### src/rtl/data_memory_access.sv
// MEM-stage load/store sequencer: alignment check, byte-lane steering and a
// ready handshake with timeout toward a word-addressed data memory.
module data_memory_access #(
   parameter int TIMEOUT = 16
) (
   input  logic        clk_in,
   input  logic        reset_in,
   input  logic        start_in,
   input  logic        write_in,
   input  logic [31:0] addr_in,
   input  logic [1:0]  size_in,
   input  logic [31:0] wdata_in,
   output logic [31:0] mem_addr_out,
   output logic        mem_read_out,
   output logic        mem_write_out,
   output logic [3:0]  mem_byte_en_out,
   output logic [31:0] mem_wdata_out,
   input  logic [31:0] mem_rdata_in,
   input  logic        mem_ready_in,
   output logic        busy_out,
   output logic        done_out,
   output logic [31:0] rdata_out,
   output logic [1:0]  size_out,
   output logic        misaligned_out,
   output logic        timeout_out
);

   localparam int CW = (TIMEOUT > 1) ? $clog2(TIMEOUT) : 1;
   localparam logic [CW-1:0] LAST = CW'(TIMEOUT - 1);

   typedef enum logic [1:0] {IDLE, ACCESS, DONE, FAULT} state_t;

   state_t        state_q, state_d;
   logic [CW-1:0] cnt_q, cnt_d;
   logic          write_q;
   logic [31:0]   addr_q;
   logic [1:0]    size_q;
   logic [31:0]   wdata_q;
   logic [3:0]    be_q;
   logic [31:0]   rdata_q;
   logic [1:0]    size_out_q;
   logic          to_q;

   logic          aligned;
   logic [3:0]    be_calc;
   logic [31:0]   wdata_calc;
   logic [31:0]   rd_shift;
   logic [31:0]   rd_masked;

   // Request decode on the incoming (not yet captured) request
   always_comb begin
      aligned    = 1'b1;
      be_calc    = 4'b1111;
      wdata_calc = wdata_in;
      case (size_in)
         2'b00: begin
            be_calc    = 4'b0001 << addr_in[1:0];
            wdata_calc = {4{wdata_in[7:0]}};
         end
         2'b01: begin
            aligned    = ~addr_in[0];
            be_calc    = addr_in[1] ? 4'b1100 : 4'b0011;
            wdata_calc = {2{wdata_in[15:0]}};
         end
         default: aligned = (addr_in[1:0] == 2'b00);
      endcase
   end

   always_comb begin
      rd_shift  = mem_rdata_in >> {addr_q[1:0], 3'b000};
      rd_masked = rd_shift;
      case (size_q)
         2'b00:   rd_masked = {24'd0, rd_shift[7:0]};
         2'b01:   rd_masked = {16'd0, rd_shift[15:0]};
         default: rd_masked = rd_shift;
      endcase
   end

   always_ff @(posedge clk_in) begin
      if (reset_in) begin
         state_q <= IDLE;
         cnt_q   <= '0;
      end else begin
         state_q <= state_d;
         cnt_q   <= cnt_d;
      end
   end

   always_comb begin
      state_d = state_q;
      cnt_d   = cnt_q;
      case (state_q)
         IDLE: begin
            if (start_in) begin
               cnt_d   = '0;
               state_d = aligned ? ACCESS : FAULT;
            end
         end
         ACCESS: begin
            if (mem_ready_in)      state_d = DONE;
            else if (cnt_q == LAST) state_d = FAULT;
            else                    cnt_d = cnt_q + CW'(1);
         end
         default: state_d = IDLE;
      endcase
   end

   // Captured request, load result and fault cause
   always_ff @(posedge clk_in) begin
      if (reset_in) begin
         write_q    <= 1'b0;
         addr_q     <= '0;
         size_q     <= '0;
         wdata_q    <= '0;
         be_q       <= '0;
         rdata_q    <= '0;
         size_out_q <= '0;
         to_q       <= 1'b0;
      end else begin
         case (state_q)
            IDLE: begin
               if (start_in) begin
                  write_q <= write_in;
                  addr_q  <= addr_in;
                  size_q  <= size_in;
                  wdata_q <= wdata_calc;
                  be_q    <= be_calc;
                  if (!aligned) begin
                     rdata_q    <= '0;
                     size_out_q <= size_in;
                     to_q       <= 1'b0;
                  end
               end
            end
            ACCESS: begin
               if (mem_ready_in) begin
                  rdata_q    <= write_q ? 32'd0 : rd_masked;
                  size_out_q <= size_q;
               end else if (cnt_q == LAST) begin
                  rdata_q    <= '0;
                  size_out_q <= size_q;
                  to_q       <= 1'b1;
               end
            end
            FAULT:   to_q <= 1'b0;
            default: ;
         endcase
      end
   end

   always_comb begin
      busy_out       = (state_q != IDLE);
      done_out       = (state_q == DONE) || (state_q == FAULT);
      mem_read_out   = (state_q == ACCESS) && !write_q;
      mem_write_out  = (state_q == ACCESS) && write_q;
      misaligned_out = (state_q == FAULT) && !to_q;
      timeout_out    = (state_q == FAULT) && to_q;
   end

   assign mem_addr_out    = {addr_q[31:2], 2'b00};
   assign mem_byte_en_out = be_q;
   assign mem_wdata_out   = wdata_q;
   assign rdata_out       = rdata_q;
   assign size_out        = size_out_q;

endmodule

### config.mk
export PLATFORM = sky130hd
export DESIGN_NAME = data_memory_access
export DESIGN_NICKNAME = d
export VERILOG_FILES = /design/src/rtl/data_memory_access.sv
export SDC_FILE = /design/constraint.sdc
export NUM_CORES = 1
export LEC_CHECK = 0
export ABC_AREA = 1
export CORE_MARGIN = 2
export CORE_UTILIZATION = 30
export CTS_CLUSTER_SIZE = 24
export DETAILED_ROUTE_END_ITERATION = 12
export PLACE_DENSITY = 0.62
export REMOVE_ABC_BUFFERS = 1
export SYNTH_ARGS = -nofsm -noshare
export SYNTH_HDL_FRONTEND = slang
export SYNTH_SLANG_ARGS = --single-unit
### constraint.sdc
create_clock -name clk_in -period 1.4 [get_ports clk_in]
set_input_delay 0.28 -clock clk_in [delete_from_list [all_inputs] [get_ports clk_in]]
set_output_delay 0.28 -clock clk_in [all_outputs]
set_load 0.01 [all_outputs]
==> metrics.md, run 1 <==
| Metric | Value |
|---|---|
| Fin crit period | 1.56 ns |
| Setup ws final | -0.165 ns |
| Largest family of logic cells by synthesized area | simple AND/OR/NAND/NOR gates |
| Area delta synth->final | 67.7% |
| Depth of the worst register-to-register path | 10 |
| DP Area | slightly below 8000 sq um |
| Final Hold Viols | 0 |
| PD cells | slightly below 1000 nW/um^2 |
| Via count | 5,855 |
| Synth Instances | approximately 800 |
| Clock transition at the registers of the reported paths | about 0.070 ns |
| Aggregate global routing overflow | 0 |
| Seq cells post-synth | approximately 110 |
| DR DRC count | 0 |
| Routability cong. | just under 0.8 |
| Synth area leaders | dfxtp_1 (42%), nand2_1 (13%), nor2_1 (10%) |
| Crit Path Class | reg2reg |
| Critical Path RT | 1.66 ns |
| Adder-cell share of the synthesized area | 0.00237 |
| Final wirelength | 19,000 um |
| DR iter-0 viols | 356 |
| Yosys top cell area share | 0.424 |
| Distinct cells, synth | 26 |
| Crit-path max FO | 6 |
| Vias in the first global route | ~5,500 |
| Leak | 4.13 nW |
| Layout Cells excl Fill | 1,236 |
| FP Rows | between 40 and 50 |
| Clock buffer depth | 2 |
| CTS Buf Count | 9 |
| Die span in y | roughly 140 um |
| Final Total Pwr | 8.76 mW |
| Final instance area | ~8900 sq um |
| Hold slack | between 0.3 and 0.4 ns |
| Placed cell count | roughly 1,200 |
| Sequential area share after synthesis | 0.424 |
| Mux contribution to synthesized area | 0 |
| XOR/XNOR Fraction of Synth Area | 0 |
| Max VDD drop | ~590 uV |
| Port Buffers | 208 |
| Unrepaired setup endpoints after global routing | true |
| Initial Utilization | 0.307 |
| Max cap viols | 0 |
| Dominant cell type by area after synthesis | dfxtp_1 |
| Highest clock rate | ~0.64 GHz |
| Hold path depth | 5 |
| Layout Skew | a little over 0.007 ns |
| GRT Overall Usage | 0.199 |
| Final net count | around 1,100 |
| Endpoints failing setup | just over 40 |
| Avg Cell Area, Syn | between 6 and 7 sq um |
| Share of cells above drive strength 1 | 0.235 |
| Final Cycle Share | 1.12 |
| Clock root buffer | clkbuf_16 |
| Inserted Diodes | 0 |
| Synth Area in Simple Gates | 0.311 |
| Worst Path Arrival | around 1.8 ns |
| Worst skew pair latency | approximately 0.35 ns |
| Status | finished, violations left |
| Clk sinks | around 110 |
| Critical Path Sink Type | flip-flop |
| Die area | approximately 19,000 sq um |
| Hpwl dp | around 12,000 um |
| Vias per Instance | around 4.7 |
| CTS tree | yes |
| Routed Antenna Nets | 0 |
| Die X | roughly 140 um |
| Largest net degree at the start of global routing | 67 |
| Antenna violations before repair | 1 |
| Mapped Area | between 5000 and 6000 sq um |
| IO Count | 211 |
| Number of slew-limit violations in the final report | 0 |
| Tightest Hold Check Type | in2reg |
| DR pass1 iterations | 5 |
| Yosys warnings | 0 |
| H-tree levels | 3 |
| Total core area | approximately 17,000 sq um |
| Routed length per instance | ~15 um |
| CP startpoint kind | flip-flop |
| Violated checks | setup timing |
| First-pass GRT wire length | slightly below 30,000 um |
| DP Worst Slack | -0.359 ns |
| Hold buffers post-CTS | 0 |
| Post-synthesis compound-gate area fraction | 0.130 |
## cells in the final DEF, fill, tap and decap left out, types with 26 or more instances in the layout
cell,count
nand2_2,26
nand2_1,140
dfxtp_1,108
nand3_1,31
o21ai_0,36
clkdlybuf4s50_1,99
o21ai_1,26
inv_1,49
dlygate4sd2_1,102
nor2_1,106
buf_4,43
## sequential cells by signal, indices dropped and copies added (netlist names)
signal           cells
addr_q              32
to_q                 1
cnt_q                4
size_out             2
mem_byte_en_out      4
size_q               2
state_q              2
rdata_out           32
mem_wdata_out       32
write_q              1
## final cells by class
cell class	count	area (sq um)
Clock inverter	5	35.0
Clock buffer	9	225
Inverter	57	235
Sequential cell	112	2250
Fill cell	1688	8370
Tap cell	225	282
Timing Repair Buffer	291	2940
Multi-Input combinational cell	537	2900
## power breakdown
part	switching (mW)	internal, mW
clock	1.22	1.19
sequential	0.155	3.46
combinational	1.39	1.34
## Yosys cell counts
cell type,n
a211oi_1,3
nor3_1,23
a21o_1,5
nor2_4,1
a31oi_1,5
nand4_1,16
clkbuf_1,26
buf_4,33
ha_1,1
buf_1,1
nand2_1,180
o21ai_0,69
buf_2,17
dfxtp_1,112
buf_6,4
nor3_2,1
a21oi_1,44
o22ai_1,5
nand3_1,35
nand2_2,1
nand3b_1,1
conb_1,1
nor2_1,145
clkinv_1,2
inv_1,53
inv_2,2
## final timing paths
path / from / endpoint / slack [ns]
setup / recovery: state_q[1] / rdata_out[7] / -0.16
hold / removal: reset_in / addr_q[1] / 0.38
setup reg to reg: state_q[1] / rdata_out[7] / -0.16
hold reg to reg: mem_wdata_out[23] / mem_wdata_out[23] / 0.45
## cells by family (layout without fill, tap and decap cells)
kind of cell	Yosys count	after routing
and+or+nand+nor	403	403
buffers and inverters	138	362
AOI/OAI and AO/OA	131	131
DFF	112	112
adders and majority gates	1	1
other	1	2
## timing repair
action                     4_1_cts  5_1_grt
buffers inserted                19        4
gates cloned                     9        1
gates resized for setup        210      153
setup endpoints to repair      161      109
pin swaps                       12       24
## critical path, cell delays in order (launching register included)
cell	delay (ns)
dfxtp_4	0.37
inv_4	0.09
buf_6	0.10
o21ai_2	0.05
nand3b_1	0.18
buf_6	0.15
buf_8	0.14
buf_12	0.12
buf_16	0.14
nor2_2	0.07
nor2_1	0.04
## through the flow
stage / utilization / TNS [ns]
after global routing: 0.514 / -8.00
after detailed placement: 0.450 / -26.08
final: 0.514 / -2.91
after CTS: 0.495 / -2.89
after floorplan: - / -94.33
after global placement: 0.450 / -23.44
## metal layers
layer  wire length [um]  track usage  vias up
li1                   -            -     2938
met1               7890        0.242     2650
met2               8770        0.322      240
met3               1930       0.0693       25
met4                351       0.0770        2
met5                 11            0        -
No activity file was read; power rests on OpenSTA's default activity.
==> run 2, diff against run 1 <==
--- a/config.mk
+++ b/config.mk
@@ -10,8 +10,9 @@
 export CORE_UTILIZATION = 30
 export CTS_CLUSTER_SIZE = 24
 export DETAILED_ROUTE_END_ITERATION = 12
-export PLACE_DENSITY = 0.62
+export PLACE_DENSITY_LB_ADDON = 0.05
 export REMOVE_ABC_BUFFERS = 1
+export SETUP_SLACK_MARGIN = 0.05
 export SYNTH_ARGS = -nofsm -noshare
 export SYNTH_HDL_FRONTEND = slang
 export SYNTH_SLANG_ARGS = --single-unit
==> metrics.md, run 2 (same netlist as run 1, synthesis figures left out) <==
| Metric | Value |
|---|---|
| Status | finished, violations left (unchanged) |
| Violated checks | setup timing (unchanged) |
| Share of cells above drive strength 1 | 0.329 (was 0.235) |
| Setup ws final | -0.118 ns (was -0.165 ns) |
| Die span in y | 137 um (unchanged) |
| Die X | 137 um (unchanged) |
| H-tree levels | 3 (unchanged) |
| CTS tree | yes (unchanged) |
| Port Buffers | 208 (unchanged) |
| Final Cycle Share | 1.08 (was 1.12) |
| Crit-path cells | inv_4 > buf_6 > nor3_1 > buf_2 (was inv_4 > buf_6 > o21ai_2 > nand3b_1 > buf_6 > buf_8 > buf_12 > buf_16 > nor2_2 > nor2_1) |
| Number of slew-limit violations in the final report | 0 (unchanged) |
| Worst path top cell family by delay | flip-flops (was buffers and inverters) |
| Crit path buf inv count | 3 (was 6) |
| Crit-path max FO | 4 (was 6) |
| Filler cell count | 1,595 (was 1,688) |
| IO Count | 211 (unchanged) |
| Highest clock rate | 0.659 GHz (was 0.639 GHz) |
| Via count | 6,000 (was 5,855) |
| Routability cong. | 0.860 (was 0.768) |
| Final net count | 1,136 (was 1,112) |
| Layout Skew | 0.00535 ns (was 0.00715 ns) |
| Fin util | 0.568 (was 0.514) |
| Leak | 4.40 nW (was 4.13 nW) |
| CTS Buf Count | 9 (unchanged) |
| CP startpoint kind | flip-flop (unchanged) |
| Clock buffer depth | 2 (unchanged) |
| DR DRC count | 0 (unchanged) |
| Unrepaired setup endpoints after global routing | true (unchanged) |
| Final wirelength | 20,100 um (was 19,000 um) |
| Hpwl dp | 12,700 um (was 12,100 um) |
| Die area | 18,700 sq um (unchanged) |
| DR iter-0 viols | 253 (was 356) |
| Final Total Pwr | 9.56 mW (was 8.76 mW) |
| Routed length per instance | 15.9 um (was 15.3 um) |
| Max incr delay on CP | 0.39 ns (was 0.37 ns) |
| Area delta synth->final | 85.2% (was 67.7%) |
| Largest net degree at the start of global routing | 67 (unchanged) |
| Crit Path Class | reg2out (was reg2reg) |
| Critical Path Sink Type | output port (was flip-flop) |
| Worst Path Arrival | 1.24 ns (was 1.82 ns) |
| Clk sinks | 112 (unchanged) |
| Tightest Hold Check Type | in2reg (unchanged) |
| First-pass GRT wire length | 30,400 um (was 28,900 um) |
| Max VDD drop | 557 uV (was 594 uV) |
| Commonest non-fill, non-tap cells in the layout | nand2_1 (150), dfxtp_1 (103), clkdlybuf4s50_1 (99) (was nand2_1 (140), dfxtp_1 (108), nor2_1 (106)) |
| Hold buffers post-CTS | 0 (unchanged) |
| DR pass1 iterations | 4 (was 5) |
| Clock root buffer | clkbuf_16 (unchanged) |
| GRT Overall Usage | 0.209 (was 0.199) |
| Antenna violations before repair | 0 (was 1) |
| Vias in the first global route | 6,009 (was 5,547) |
| Aggregate global routing overflow | 0 (unchanged) |
| Fin crit period | 1.52 ns (was 1.56 ns) |
| FP Rows | 48 (unchanged) |
| Endpoints failing setup | 69 (was 41) |
| Routed Antenna Nets | 0 (unchanged) |
| Vias per Instance | 4.75 (was 4.74) |
| Initial Utilization | 0.307 (unchanged) |
| Max cap viols | 0 (unchanged) |
| Final Hold Viols | 0 (unchanged) |
| Clock transition at the registers of the reported paths | 0.07 ns (about the same) |
| CP max-delay cell | dfxtp_4 (unchanged) |
| Critical Path RT | 1.12 ns (was 1.66 ns) |
| Inserted Diodes | 0 (unchanged) |
| Worst skew pair latency | 0.35 ns (about the same) |
| Commonest non-fill, non-tap cell in the layout | nand2_1 (unchanged) |
| PD cells | 976 nW/um^2 (was 988 nW/um^2) |
| Total core area | 17,200 sq um (unchanged) |
## run 2: cell types whose count changed in the layout (fill, tap and decap cells not counted), sizes merged, moves of 4 or more
cell           before  now
buf                89  111
clkbuf             10   14
clkdlybuf4s15       0    9
dlygate4sd2       102   92
## run 2: cell type report
type	instances	area (sq um)	area share
tap	225	282	0.0288
sequential	112	2260	0.230
clock buffer	10	239	0.0244
multi-input combinational	537	3370	0.345
clock inverter	6	67.6	0.00690
inverter	57	230	0.0235
timing repair buffer	315	3340	0.341
## run 2: tightest hold or removal path: stages
cell and delay [ns]:
buf_2 0.14, inv_2 0.07, nand2_4 0.08, buf_4 0.11, o21ai_1 0.05
## run 2: final timing paths
check / from / to / slack [ns] / cells after the start
max: state_q[1] / timeout_out / -0.12 / 4
min: reset_in / size_q[1] / 0.43 / 5
max reg2reg: state_q[0] / addr_q[15] / -0.11 / 10
min reg2reg: mem_wdata_out[20] / mem_wdata_out[20] / 0.45 / 2
## run 2: report_power, final
part / internal (mW) / leakage, nW / switching [mW]
combinational: 1.62 / 3.33 / 1.58
sequential: 3.46 / 0.925 / 0.194
clock: 1.45 / 0.145 / 1.26
## run 2: routing by layer
layer	wire (um)	vias to the layer above	global-route usage
li1	-	2987	-
met4	412	0	0.0631
met1	8580	2801	0.256
met5	0	-	0
met2	9730	181	0.354
met3	1400	31	0.0585
## run 2: metrics by stage
stage / setup TNS [ns] / hold slack [ns] / area [sq um] / cells / setup WS, ns
after global routing: -9.06 / 0.414 / 9790 / 1262 / -0.184
after detailed placement: -29.84 / 0.445 / 7730 / 1195 / -0.388
after global placement: -26.35 / 0.437 / 7730 / 1195 / -0.344
after CTS: -5.67 / 0.388 / 9200 / 1256 / -0.110
after floorplan: -94.33 / 0.349 / 4810 / 706 / -1.42
final: -3.48 / 0.428 / 9790 / 1262 / -0.118
## run 2: what timing repair did
item,4_1_cts,5_1_grt
gates resized for setup,338,202
buffers inserted,29,14
pin swaps,53,52
cloned,16,3
endpoints found under the setup margin,212,126
==> run 3, diff against run 2 <==
--- a/config.mk
+++ b/config.mk
@@ -6,7 +6,7 @@
 export NUM_CORES = 1
 export LEC_CHECK = 0
 export ABC_AREA = 1
-export CORE_MARGIN = 2
+export CORE_MARGIN = 3
 export CORE_UTILIZATION = 30
 export CTS_CLUSTER_SIZE = 24
 export DETAILED_ROUTE_END_ITERATION = 12
==> metrics.md, run 3 (same netlist as run 1, synthesis figures left out) <==
| Metric | Value |
|---|---|
| Status | finished, violations left (unchanged) |
| Violated checks | setup timing (unchanged) |
| H-tree levels | 3 (unchanged) |
| Final net count | 1,111 (was 1,136) |
| Worst path top cell family by delay | simple AND/OR/NAND/NOR gates (was flip-flops) |
| Vias per Instance | 4.76 (was 4.75) |
| Final Total Pwr | 8.92 mW (was 9.56 mW) |
| DR pass1 iterations | 4 (unchanged) |
| Layout Skew | 0.00717 ns (was 0.00535 ns) |
| Initial Utilization | 0.312 (was 0.307) |
| Antenna violations before repair | 1 (was 0) |
| Routability cong. | 0.863 (was 0.860) |
| Placed cell count | 1,188 (was 1,195) |
| Max incr delay on CP | 0.35 ns (was 0.39 ns) |
| Largest net degree at the start of global routing | 35 (was 67) |
| Clk sinks | 112 (unchanged) |
| GRT Overall Usage | 0.197 (was 0.209) |
| Crit-path cells | buf_6 > buf_6 > nand2_4 > nor3_4 > buf_12 > buf_12 > nand2_1 > nor2_2 > nor2_2 > nor2_1 (was inv_4 > buf_6 > nor3_1 > buf_2) |
| Vias in the first global route | 5,777 (was 6,009) |
| Max VDD drop | 551 uV (was 557 uV) |
| Inserted Diodes | 0 (unchanged) |
| FP Rows | 47 (was 48) |
| Final Hold Viols | 0 (unchanged) |
| CP max-delay cell | dfxtp_2 (was dfxtp_4) |
| Worst skew pair latency | 0.35 ns (about the same) |
| Critical Path Sink Type | flip-flop (was output port) |
| Layout Cells excl Fill | 1,232 (was 1,262) |
| Depth of the worst register-to-register path | 10 (unchanged) |
| Die span in y | 139 um (was 137 um) |
| Commonest non-fill, non-tap cell in the layout | nand2_1 (unchanged) |
| CP startpoint kind | flip-flop (unchanged) |
| DR iter-0 viols | 216 (was 253) |
| Worst r2r src | state_q[0] (unchanged) |
| Via count | 5,865 (was 6,000) |
| Crit Path Class | reg2reg (was reg2out) |
| CTS tree | yes (unchanged) |
| Commonest non-fill, non-tap cells in the layout | nand2_1 (153), nor2_1 (117), dfxtp_1 (106) (was nand2_1 (150), dfxtp_1 (103), clkdlybuf4s50_1 (99)) |
| First-pass GRT wire length | 30,900 um (was 30,400 um) |
| TNS Setup | -1.28 ns (was -3.48 ns) |
| Routed length per instance | 16.2 um (was 15.9 um) |
| Fin crit period | 1.49 ns (was 1.52 ns) |
| Number of slew-limit violations in the final report | 0 (unchanged) |
| Hold path depth | 3 (was 5) |
| Hold Crit Endpoint | rdata_out[24] (was size_q[1]) |
| Critical Path RT | 1.69 ns (was 1.12 ns) |
| Clock root buffer | clkbuf_16 (unchanged) |
| Leak | 4.11 nW (was 4.40 nW) |
| Routed Antenna Nets | 0 (unchanged) |
| Clock transition at the registers of the reported paths | 0.08 ns (was 0.07 ns) |
| Highest clock rate | 0.673 GHz (was 0.659 GHz) |
| Worst min-delay path startpoint | reset_in (unchanged) |
| Share of cells above drive strength 1 | 0.205 (was 0.329) |
| Port Buffers | 208 (unchanged) |
| Final wirelength | 19,900 um (was 20,100 um) |
| Setup ws final | -0.0851 ns (was -0.118 ns) |
| Die area | 19,200 sq um (was 18,700 sq um) |
| Crit path buf inv count | 4 (was 3) |
| PD cells | 1020 nW/um^2 (was 976 nW/um^2) |
| IO Count | 211 (unchanged) |
| Clock buffer depth | 2 (unchanged) |
| Hold slack | 0.444 ns (was 0.428 ns) |
| Area delta synth->final | 65.8% (was 85.2%) |
| R2R Setup Slk | -0.09 ns (was -0.11 ns) |
| Worst Path Arrival | 1.77 ns (was 1.24 ns) |
| Unrepaired setup endpoints after global routing | true (unchanged) |
| Die X | 139 um (was 137 um) |
| DR DRC count | 0 (unchanged) |
| Hpwl dp | 13,400 um (was 12,700 um) |
| Endpoints failing setup | 38 (was 69) |
| Total core area | 16,900 sq um (was 17,200 sq um) |
| Max cap viols | 0 (unchanged) |
| CTS Buf Count | 9 (unchanged) |
| Worst R2R End | rdata_out[0] (was addr_q[15]) |
| Final Cycle Share | 1.06 (was 1.08) |
| Tightest Hold Check Type | in2reg (unchanged) |
| Aggregate global routing overflow | 0 (unchanged) |
| Crit-path max FO | 6 (was 4) |
## run 3: layer usage
metal / up-vias / global-route usage / part of all wire
met5: - / 0 / 0.00065
met4: 2 / 0.0695 / 0.016
met3: 18 / 0.0497 / 0.062
met2: 185 / 0.325 / 0.48
met1: 2720 / 0.251 / 0.44
li1: 2940 / - / -
## run 3: where the power goes
part / switching, mW / leakage [nW] / internal [mW] / total, mW
Clock: 1.25 / 0.143 / 1.40 / 2.65
Combinational: 1.35 / 3.04 / 1.31 / 2.66
Sequential: 0.150 / 0.924 / 3.46 / 3.61
Total: 2.76 / 4.11 / 6.17 / 8.92
## run 3: worst max path at each step
stage / startpoint / end / slack [ns] / cells after the start
after detailed placement: size_in[1] / rdata_out[7] / -0.38 / 10
after global placement: mem_ready_in / rdata_out[22] / -0.33 / 9
final: state_q[0] / rdata_out[0] / -0.09 / 10
after floorplan: state_q[1] / size_q[1] / -1.42 / 7
after global routing: state_q[0] / rdata_out[11] / -0.13 / 8
after CTS: state_q[0] / addr_q[2] / -0.12 / 8
## run 3: final cells by class
cell class | instances | area, sq um
multi-input cells | 537 | 2750
clock buffers | 10 | 229
well taps | 220 | 275
inverters | 57 | 233
clock inverters | 6 | 68.8
fillers | 1683 | 8170
repair inverters | 1 | 7.51
repair buffers | 289 | 2950
flip-flops and latches | 112 | 2250
## run 3: metrics by stage
| step | instance area (sq um) | worst slack [ns] | utilization |
|---|---|---|---|
| 3_3_place_gp | 7680 | -0.335 | 0.454 |
| 6_report | 8760 | -0.0851 | 0.517 |
| 4_1_cts | 8380 | -0.123 | 0.495 |
| 2_1_floorplan | 4810 | -1.42 | - |
| 3_5_place_dp | 7680 | -0.381 | 0.454 |
| 5_1_grt | 8760 | -0.131 | 0.517 |
## run 3: worst register-to-register path, delay by kind of cell (launching register included)
| family | cells | cell delay [ns] |
|---|---|---|
| buf+inv | 4 | 0.51 |
| simple gates | 6 | 0.56 |
| flops | 1 | 0.35 |
## run 3: timing repair
action / in CTS / in global routing
cloned: 11 / 3
resized for setup: 216 / 95
hold buffers: 0 / 0
setup buffers: 10 / 5
pin swaps: 19 / 33
setup endpoints to repair: 204 / 115
==> patch (settings of run 3) <==
`TIMEOUT`: 16 -> 8.
--- a/src/rtl/data_memory_access.sv
+++ b/src/rtl/data_memory_access.sv
@@ -1,7 +1,7 @@
 // MEM-stage load/store sequencer: alignment check, byte-lane steering and a
 // ready handshake with timeout toward a word-addressed data memory.
 module data_memory_access #(
-   parameter int TIMEOUT = 16
+   parameter int TIMEOUT = 8
 ) (
    input  logic        clk_in,
    input  logic        reset_in,
Behaviour: no difference found for any inputs over 4 cycles, from zero or initial values and one cycle with reset_in high; that may be too few to reach the edited logic, so the function may still have changed.
==> patch against run 3 <==
The flow still finishes with violations (negative setup slack); critical path type unchanged; utilization is 0.14 points lower; cell area shrank 5.1%; via count shrank 5.9%; wire length shrank 9.9%; sequential share of layout area increased by 1.2 points; setup slack improved by 11 ps; count of clock-buffer cells in the layout shrank 1; area after synthesis decreased by 5.0%; final cell count decreased by 6.3%; highest routed layer unchanged; sequential cell count fell by 1; total power down 0.71%; clock power is 2% higher.
==> patch: results <==
[run_status]
outcome = complete, but fails checks
violations = negative setup slack

[logic_synthesis]
ys_top_cells_by_count = nand2_1, nor2_1, dfxtp_1
synthArstFlopShare_pct = 0
yosysWarningCount = 0
ys.flop_type = dfxtp_1
synth-seq-area-share_pct = 44.3
yosys-top-cells-area = dfxtp_1, nand2_1, nor2_1
ys_types = 22

[drt]
drtIter0Drc = 310
dr.pass1.iters = 4
route.met3.wl_um = 1360
met1Wirelength_um = 7540
routed_wl_um = 18000
via_per_inst = 4.78
routed-wl-met2_um = 8730
top_layer_used = met5

[clocking]
clk_pin_slew_ps = 80
clockRootBuffer = clkbuf_16
clkLatencyLatePin_ps = 350
htreeDepth = 3
numCtsBuffers = 9
cts_max_path_buffers = 2
cts.sinks = 111

[final_layout]
antennaDiodeCount = 0
nets = 1038
layout-drive-gt1-share_pct = 20.8
fillers = 1603

[sta]
setup_violations = 39
fin_setup_tns_ps = -1020
finalWorstSetupSlack_ps = -74.6
finClkSkew_ps = 5.25

[global_routing]
grt_first_pass_wirelength_um = 27700
antenna_found_initial = 1
grt_pass1_vias = 5346
grt_max_degree = 42
grt_usage_pct = 18.8

[pwr]
irDropWorstVdd_mv = 0.661
p_leak_uw = 0.00377

[placed_design]
place_congestion = 0.824
pre_cts_ws_ps = -393
hpwl_um = 12300
numPortBuffers = 208

[worst_hold_path]
hold_start = reset_in
hp-class = input pin to flop

[critical_path]
path_max_fanout = 6
worstSetupStartpoint = state_q[0]
cp_slowest_cell = dfxtp_2
path_delay_family = buffers and inverters
slowest_delay_ps = 340
## patch: cell types whose count changed after synthesis, sizes merged, moves of 7 or more
cell | before | now
nor3 | 24 | 5
nand4 | 16 | 9
nand2 | 181 | 154
nand3 | 35 | 48
a21oi | 44 | 74
inv | 55 | 35
nor2 | 146 | 115
## patch: kinds of logic (layout without fill, tap and decap cells)
| logic type | after synthesis | after routing | share of synthesized area [%] |
|---|---|---|---|
| adders and majority gates | 2 | 2 | 0.498 |
| and+or+nand+nor | 331 | 331 | 26.8 |
| AOI/OAI and AO/OA | 162 | 162 | 16.9 |
| DFF | 111 | 111 | 44.3 |
| other | 1 | 2 | 0.0747 |
| buffers and inverters | 115 | 330 | 11.5 |
## patch: worst reg2reg max path: stages (launching register included)
cell and delay, ps:
dfxtp_2 340, buf_6 130, nor2_4 160, nand2_4 140, buf_4 170, buf_4 150, nand2_4 80, inv_2 50
a21oi_2 100, nor2_1 50
## patch: area by class of cell
class | count | share of cell area [%]
repair buffers | 279 | 33.0
flip-flops and latches | 111 | 26.9
inverters | 35 | 1.67
clock buffers | 9 | 2.71
clock inverters | 7 | 0.948
well taps | 216 | 3.25
multi-input cells | 497 | 31.6
## patch: final timing paths
kind / end / slack [ps] / cells past startpoint
max: cnt_q[1] / -70 / 9
min: mem_wdata_out[18] / 380 / 3
max reg2reg: cnt_q[1] / -70 / 9
min reg2reg: mem_wdata_out[18] / 460 / 2
## patch: per-layer routing
metal	up-vias	track usage, %
met5	-	0
met4	2	5.99
met3	23	5.53
met2	171	31.7
met1	2572	23.2
li1	2750	-
## patch: where the power goes
group,internal [µW],switching [µW]
clock network,1410,1280
registers,3420,152
logic,1270,1320
total,6110,2750
## patch: repair_timing
action	in CTS	in global routing
buffers inserted	6	7
setup endpoints to repair	215	113
pin swaps	18	22
gates resized for setup	203	78
cloned	4	3
## patch: stage by stage
step	hold WS [ps]	power, µW	cells	instance area (µm²)
final	385	8860	1154	8320
after global routing	401	9350	1154	8320
after CTS	368	8750	1145	7990
after detailed placement	454	5910	1119	7420
after global placement	450	5880	1119	7420
after floorplan	349	4530	643	4580
